==> config.mk <==
export PLATFORM = sky130hd
export DESIGN_NAME = serial_byte_rx_flat
export DESIGN_NICKNAME = d
export VERILOG_FILES = /design/src/rtl/serial_rx_pkg.sv /design/src/rtl/serial_byte_rx_if.sv /design/src/rtl/serial_byte_rx_sync2.sv /design/src/rtl/serial_byte_rx.sv /design/src/flat_wrapper.sv
export SDC_FILE = /design/constraint.sdc
export NUM_CORES = 1
export LEC_CHECK = 0
export CAP_MARGIN = 20
export CORE_MARGIN = 10
export CORE_UTILIZATION = 50
export DETAILED_ROUTE_END_ITERATION = 7
export PLACE_DENSITY = 0.71
export SYNTH_ARGS = -nofsm -noshare
export SYNTH_HDL_FRONTEND = slang
export SYNTH_SLANG_ARGS = --single-unit
export TNS_END_PERCENT = 30
==> constraint.sdc <==
create_clock -name clk -period 5.2 [get_ports clk]
set_input_delay 0.78 -clock clk [delete_from_list [all_inputs] [get_ports clk]]
set_output_delay 0.78 -clock clk [all_outputs]
set_load 0.02 [all_outputs]
==> src/rtl/serial_rx_pkg.sv <==
// Shared types and default constants for the serial receive path.
package serial_rx_pkg;

   localparam int CLKS_PER_BIT_DEF = 16;
   localparam int WIDTH_DEF        = 8;

   typedef enum logic [2:0] {
      IDLE   = 3'd0,
      START  = 3'd1,
      DATA   = 3'd2,
      PARITY = 3'd3,
      STOP   = 3'd4,
      BREAK  = 3'd5
   } rx_state_t;

endpackage

==> src/rtl/serial_byte_rx_if.sv <==
// Line input and received-word outputs of the serial receiver.
// master: the receiver itself; slave: line driver / word consumer.
interface serial_byte_rx_if
   import serial_rx_pkg::*;
#(
   parameter int WIDTH = WIDTH_DEF
) ();

   logic             rx_in;
   logic [WIDTH-1:0] data_out;
   logic             data_valid;
   logic             parity_err;
   logic             frame_err;
   logic             busy;

   modport master (
      input  rx_in,
      output data_out,
      output data_valid,
      output parity_err,
      output frame_err,
      output busy
   );

   modport slave (
      output rx_in,
      input  data_out,
      input  data_valid,
      input  parity_err,
      input  frame_err,
      input  busy
   );

endinterface

==> src/rtl/serial_byte_rx_sync2.sv <==
// Two-flop synchronizer for an asynchronous single-bit input.
module sync2 #(
   parameter logic RST_VAL = 1'b1
) (
   input  logic clk,
   input  logic rst,
   input  logic d,
   output logic q
);

   logic meta_q, meta_d;
   logic sync_q, sync_d;

   // next values: shift the input through the two stages
   always_comb begin
      meta_d = d;
      sync_d = meta_q;
   end

   // synchronizer flops, reset to the line's idle level
   always_ff @(posedge clk or negedge rst) begin
      if (!rst) begin
         meta_q <= RST_VAL;
         sync_q <= RST_VAL;
      end else begin
         meta_q <= meta_d;
         sync_q <= sync_d;
      end
   end

   assign q = sync_q;

endmodule

==> src/rtl/serial_byte_rx.sv <==
// Oversampled LSB-first serial receiver with start validation,
// optional parity check and framing-error detection.
//
// state  | meaning
// IDLE   | line idle, waiting for a falling edge
// START  | counting to mid start bit, then confirm it is still low
// DATA   | sampling WIDTH data bits at mid-bit
// PARITY | sampling the parity bit
// STOP   | sampling the stop bit, publishing the result
// BREAK  | stop bit was low; wait for the line to return high
module serial_byte_rx
   import serial_rx_pkg::*;
#(
   parameter int WIDTH        = WIDTH_DEF,
   parameter int CLKS_PER_BIT = CLKS_PER_BIT_DEF,
   parameter int PARITY_EN    = 1,
   parameter int PARITY_ODD   = 0
) (
   input  logic              clk,
   input  logic              rst,
   serial_byte_rx_if.master  bus
);

   localparam int CW = $clog2(CLKS_PER_BIT);
   localparam int BW = (WIDTH > 1) ? $clog2(WIDTH) : 1;

   localparam logic [CW-1:0] RELOAD_FULL = CW'(CLKS_PER_BIT - 1);
   localparam logic [CW-1:0] RELOAD_HALF = CW'(CLKS_PER_BIT / 2 - 1);
   localparam logic [BW-1:0] LAST_BIT    = BW'(WIDTH - 1);
   localparam logic          PAR_EN      = (PARITY_EN != 0);
   localparam logic          ODD_BIT     = (PARITY_ODD != 0);

   logic             rx_s;
   rx_state_t        state_q, state_d;
   logic [CW-1:0]    cnt_q, cnt_d;
   logic [BW-1:0]    bit_q, bit_d;
   logic [WIDTH-1:0] shift_q, shift_d;
   logic             par_q, par_d;
   logic [WIDTH-1:0] data_q, data_d;
   logic             valid_q, valid_d;
   logic             perr_q, perr_d;
   logic             ferr_q, ferr_d;
   logic             rx_prev_q, rx_prev_d;
   logic             tick;
   logic             fall;

   sync2 #(.RST_VAL(1'b1)) u_sync (
      .clk (clk),
      .rst (rst),
      .d   (bus.rx_in),
      .q   (rx_s)
   );

   assign tick = (cnt_q == '0);
   assign fall = rx_prev_q & ~rx_s;

   // next-state, counters, shifter and result pulses
   always_comb begin
      state_d   = state_q;
      cnt_d     = cnt_q;
      bit_d     = bit_q;
      shift_d   = shift_q;
      par_d     = par_q;
      data_d    = data_q;
      valid_d   = 1'b0;
      perr_d    = 1'b0;
      ferr_d    = 1'b0;
      rx_prev_d = rx_s;

      unique case (state_q)
         IDLE: begin
            if (fall) begin
               state_d = START;
               cnt_d   = RELOAD_HALF;
            end
         end
         START: begin
            if (tick) begin
               if (!rx_s) begin
                  state_d = DATA;
                  cnt_d   = RELOAD_FULL;
                  bit_d   = '0;
                  par_d   = 1'b0;
               end else begin
                  state_d = IDLE;
                  cnt_d   = '0;
               end
            end else begin
               cnt_d = cnt_q - CW'(1);
            end
         end
         DATA: begin
            if (tick) begin
               shift_d            = shift_q >> 1;
               shift_d[WIDTH-1]   = rx_s;
               par_d              = par_q ^ rx_s;
               cnt_d              = RELOAD_FULL;
               if (bit_q == LAST_BIT) begin
                  state_d = PAR_EN ? PARITY : STOP;
               end else begin
                  bit_d = bit_q + BW'(1);
               end
            end else begin
               cnt_d = cnt_q - CW'(1);
            end
         end
         PARITY: begin
            if (tick) begin
               par_d   = par_q ^ rx_s;
               state_d = STOP;
               cnt_d   = RELOAD_FULL;
            end else begin
               cnt_d = cnt_q - CW'(1);
            end
         end
         STOP: begin
            if (tick) begin
               cnt_d = '0;
               if (rx_s) begin
                  data_d  = shift_q;
                  valid_d = 1'b1;
                  perr_d  = PAR_EN && (par_q != ODD_BIT);
                  state_d = IDLE;
               end else begin
                  ferr_d  = 1'b1;
                  state_d = BREAK;
               end
            end else begin
               cnt_d = cnt_q - CW'(1);
            end
         end
         BREAK: begin
            if (rx_s) begin
               state_d = IDLE;
               cnt_d   = '0;
            end
         end
         default: begin
            state_d = IDLE;
            cnt_d   = '0;
         end
      endcase
   end

   // state and datapath registers; reset discards any frame in progress
   always_ff @(posedge clk or negedge rst) begin
      if (!rst) begin
         state_q   <= IDLE;
         cnt_q     <= '0;
         bit_q     <= '0;
         shift_q   <= '0;
         par_q     <= 1'b0;
         data_q    <= '0;
         valid_q   <= 1'b0;
         perr_q    <= 1'b0;
         ferr_q    <= 1'b0;
         rx_prev_q <= 1'b1;
      end else begin
         state_q   <= state_d;
         cnt_q     <= cnt_d;
         bit_q     <= bit_d;
         shift_q   <= shift_d;
         par_q     <= par_d;
         data_q    <= data_d;
         valid_q   <= valid_d;
         perr_q    <= perr_d;
         ferr_q    <= ferr_d;
         rx_prev_q <= rx_prev_d;
      end
   end

   assign bus.data_out   = data_q;
   assign bus.data_valid = valid_q;
   assign bus.parity_err = perr_q;
   assign bus.frame_err  = ferr_q;
   assign bus.busy       = (state_q != IDLE);

endmodule
==> src/flat_wrapper.sv <==
// flat-port wrapper written by rule: the top's interface ports become plain ports
module serial_byte_rx_flat import serial_rx_pkg::*;
#(
   parameter int WIDTH        = WIDTH_DEF,
   parameter int CLKS_PER_BIT = CLKS_PER_BIT_DEF,
   parameter int PARITY_EN    = 1,
   parameter int PARITY_ODD   = 0
)
  (clk, rst, bus_rx_in, bus_data_out, bus_data_valid, bus_parity_err, bus_frame_err, bus_busy);
  serial_byte_rx_if #(.WIDTH(WIDTH)) bus_i ();
  input  logic clk;
  input  logic rst;
  input wire logic [$bits(bus_i.rx_in)-1:0] bus_rx_in;
  output wire logic [$bits(bus_i.data_out)-1:0] bus_data_out;
  output wire logic [$bits(bus_i.data_valid)-1:0] bus_data_valid;
  output wire logic [$bits(bus_i.parity_err)-1:0] bus_parity_err;
  output wire logic [$bits(bus_i.frame_err)-1:0] bus_frame_err;
  output wire logic [$bits(bus_i.busy)-1:0] bus_busy;
  assign bus_i.rx_in = bus_rx_in;
  assign bus_data_out = bus_i.data_out;
  assign bus_data_valid = bus_i.data_valid;
  assign bus_parity_err = bus_i.parity_err;
  assign bus_frame_err = bus_i.frame_err;
  assign bus_busy = bus_i.busy;
  serial_byte_rx #(.WIDTH(WIDTH), .CLKS_PER_BIT(CLKS_PER_BIT), .PARITY_EN(PARITY_EN), .PARITY_ODD(PARITY_ODD)) u_core (.clk(clk), .rst(rst), .bus(bus_i));
endmodule
==> impl_metrics.py <==
metrics = {
    "run_status": {
        "outcome": "complete, no violations",
    },
    "placed_design": {
        "place_hpwl_um": 1890,
        "place_congestion": 0.915,
        "port_buffers": 14,
    },
    "setup_path": {
        "arrival_ns": 1.98,
        "critical_path_class": "reg -> out",
        "cp-start-kind": "flip-flop",
        "endpoint_kind": "primary output",
        "crit_fanout": 24,
        "r2r_cells": 3,
        "cp.required_ns": 4.42,
    },
    "detailed_routing": {
        "drtAntennaViolNets": 0,
        "vias_per_cell": 5.52,
        "routed_wirelength_um": 2750,
        "wire_per_inst_um": 14.3,
        "vias": 1059,
        "first_pass_iters": 4,
        "route.detailed.drc": 0,
        "drtIter0Drc": 111,
    },
    "layout": {
        "area_delta_synth_final_pct": 15.6,
        "diodes": 0,
        "post-route-util_pct": 59.5,
        "fin_nets": 153,
        "drive_gt1_share_pct": 20.9,
        "nFillCells": 257,
    },
    "sta": {
        "maxSlewViolCount": 0,
        "maxSlewHeadroom_pct": 47.1,
        "fin_skew_ns": 0.00519,
        "period_minus_slack_ns": 2.76,
        "setup_viol": 0,
        "tightest_slew_ns": 0.786,
        "hold_viol": 0,
        "fmax_mhz": 362,
        "fin_crit_sh_pct": 53.1,
        "rsz0062_at_grt": "no",
        "fin_setup_tns_ns": 0,
    },
    "clock_network": {
        "clkTransAtPathRegs_ns": 0.10,
        "cts_tree": "built",
        "clock_latency_ns": 0.34,
        "ctsHoldBuffers": 0,
        "cts-resized-gates": 0,
        "clock_path_buffers": 2,
        "post_cts_buffers": 0,
        "cts_sinks": 33,
        "cts_made_buffers": 5,
        "h-tree-depth": 2,
        "clockRootBuffer": "clkbuf_4",
    },
    "grt": {
        "antenna_found_initial": 0,
        "grt_max_degree": 34,
        "grt_remaining_overflow": 0,
        "grt_pass1_wl_um": 4670,
        "grt_pass1_vias": 1052,
        "grt_use_total_pct": 10.9,
    },
    "power_and_ir_drop": {
        "peakVddDrop_mv": 0.210,
        "p_leak_nw": 0.798,
        "power_density_nw_per_um2": 403,
        "p_total_mw": 0.726,
    },
    "synthesis": {
        "syn_area_per_cell_um2": 11.6,
        "ys_ff_latch": 33,
        "synthSimpleGateAreaFrac_pct": 12.9,
        "synth_mux_area_share_pct": 13.6,
        "synth.distinct_cells": 40,
        "syn_inst": 134,
        "synth_top_family_by_area": "compound AO/OA/AOI/OAI gates",
        "async_flop_share_pct": 100,
        "ys_seq_area_share_pct": 53.2,
        "synth_flop_cell": "dfrtp_1",
        "synth-edff-count": 0,
        "syn-cell-area_um2": 1560,
        "ys.warnings.count": 0,
        "synth-xor-area-share_pct": 0.562,
        "yosys.area_share.adder_pct": 2.41,
        "syn-num-nets": 140,
        "synth_compound_area_share_pct": 13.6,
    },
    "run": {
        "drv_cap": 0,
    },
    "die": {
        "rows": 20,
        "fp.dieH_um": 75.8,
        "coreArea_um2": 3030,
        "ios": 15,
        "fp.dieW_um": 75.8,
        "start_util_pct": 51.5,
        "die_area_um2": 5750,
    },
    "worst_hold_path": {
        "worstHoldPathType": "reg -> reg",
        "worstHoldPathCells": 0,
    },
}
## critical path, cell delays in order, from the launching register on
cell	delay (ns)
dfrtp_1	0.65
or3_1	0.44
clkdlybuf4s50_1	0.55
## cells in the final DEF, fill, tap and decap left out, types with 3 or more instances in the layout
master and count:
ha_1 3, mux2_2 16, o2bb2ai_1 3, nor2_1 10, a21oi_1 7, nand2_1 3
clkbuf_4 5, clkdlybuf4s50_1 14, inv_1 4, dfstp_2 3, nor3_1 4, nor2b_1 3
dfrtp_1 30, o21ai_0 9
## report_power, final
part,internal (mW),switching (mW)
Clock,0.102,0.0920
Sequential,0.292,0.0662
Combinational,0.0809,0.0938
## layer usage
layer	vias to the layer above	wire length, um	track usage [%]
met1	514	1220	12.8
li1	514	-	-
met3	7	162	3.65
met2	24	1300	16.3
met5	-	0	0
met4	0	72	7.63
## synth_stat cells, types with 2 or more instances
cell       number  share of area [%]
a21oi_1         7                2.2
o21ai_0         9                2.9
mux2i_1         2                1.3
dfrtp_1        30                 48
dfstp_2         3                5.1
a22o_1          2                1.1
or3_1           2               0.80
nand2b_1        2               0.80
nor3_1          4                1.3
inv_1           4               0.96
mux2_2         16                 12
o2bb2ai_1       3                1.7
clkbuf_1        6                1.4
nand2_1         3               0.72
nor3b_1         2               0.96
buf_2           2               0.64
nor2_1         10                2.4
ha_1            3                2.4
nor2b_1         3                1.2
## sequential cells by signal (all words and copies together), names as in the netlist
signal                 flops
u_core.bit_q               3
u_core.bus.data_out        8
u_core.bus.data_valid      1
u_core.bus.frame_err       1
u_core.bus.parity_err      1
u_core.cnt_q               4
u_core.par_q               1
u_core.rx_prev_q           1
u_core.shift_q             8
u_core.state_q             3
u_core.u_sync.meta_q       1
u_core.u_sync.q            1
## path summary, 6_finish.rpt
path / to / slack (ns) / from
min in group asynchronous: u_core.cnt_q[3]$_DFFE_PN0P_ / 0.82 / rst
setup / recovery: bus_busy / 2.44 / u_core.state_q[2]$_DFFE_PN0P_
hold / removal: u_core.u_sync.q$_DFF_PN1_ / 0.36 / u_core.u_sync.meta_q$_DFF_PN1_
setup reg to reg: u_core.shift_q[6]$_DFFE_PN0P_ / 3.04 / u_core.cnt_q[0]$_DFFE_PN0P_
hold reg to reg: u_core.u_sync.q$_DFF_PN1_ / 0.36 / u_core.u_sync.meta_q$_DFF_PN1_
max in group asynchronous: u_core.u_sync.meta_q$_DFF_PN1_ / 4.06 / rst
## final cells by class
type,count,area [um2],share of cell area (%)
Clock buffer,5,37.5,2.08
Clock inverter,3,46.3,2.57
Inverter,4,15.0,0.833
Multi-Input combinational cell,88,671,37.2
Sequential cell,33,830,46.0
Tap cell,44,55.1,3.06
Timing Repair Buffer,15,148,8.19
## metrics by stage
step | std cells | worst slack, ns | instance area (um2) | hold WS, ns
2_1_floorplan | 134 | 3.23 | 1560 | 0.345
3_3_place_gp | 184 | 2.85 | 1720 | 0.346
3_5_place_dp | 184 | 2.82 | 1720 | 0.347
4_1_cts | 192 | 2.43 | 1800 | 0.363
5_1_grt | 192 | 2.32 | 1800 | 0.365
6_report | 192 | 2.44 | 1800 | 0.362
## cell families after synthesis
family,count (synthesis)
adder cells (fa/ha/maj),3
buffers and inverters,13
flip-flops,33
multiplexers,19
AND/OR/NAND/NOR,33
AO/OA/AOI/OAI,32
XOR/XNOR,1
(Power assumes the default switching activity.)
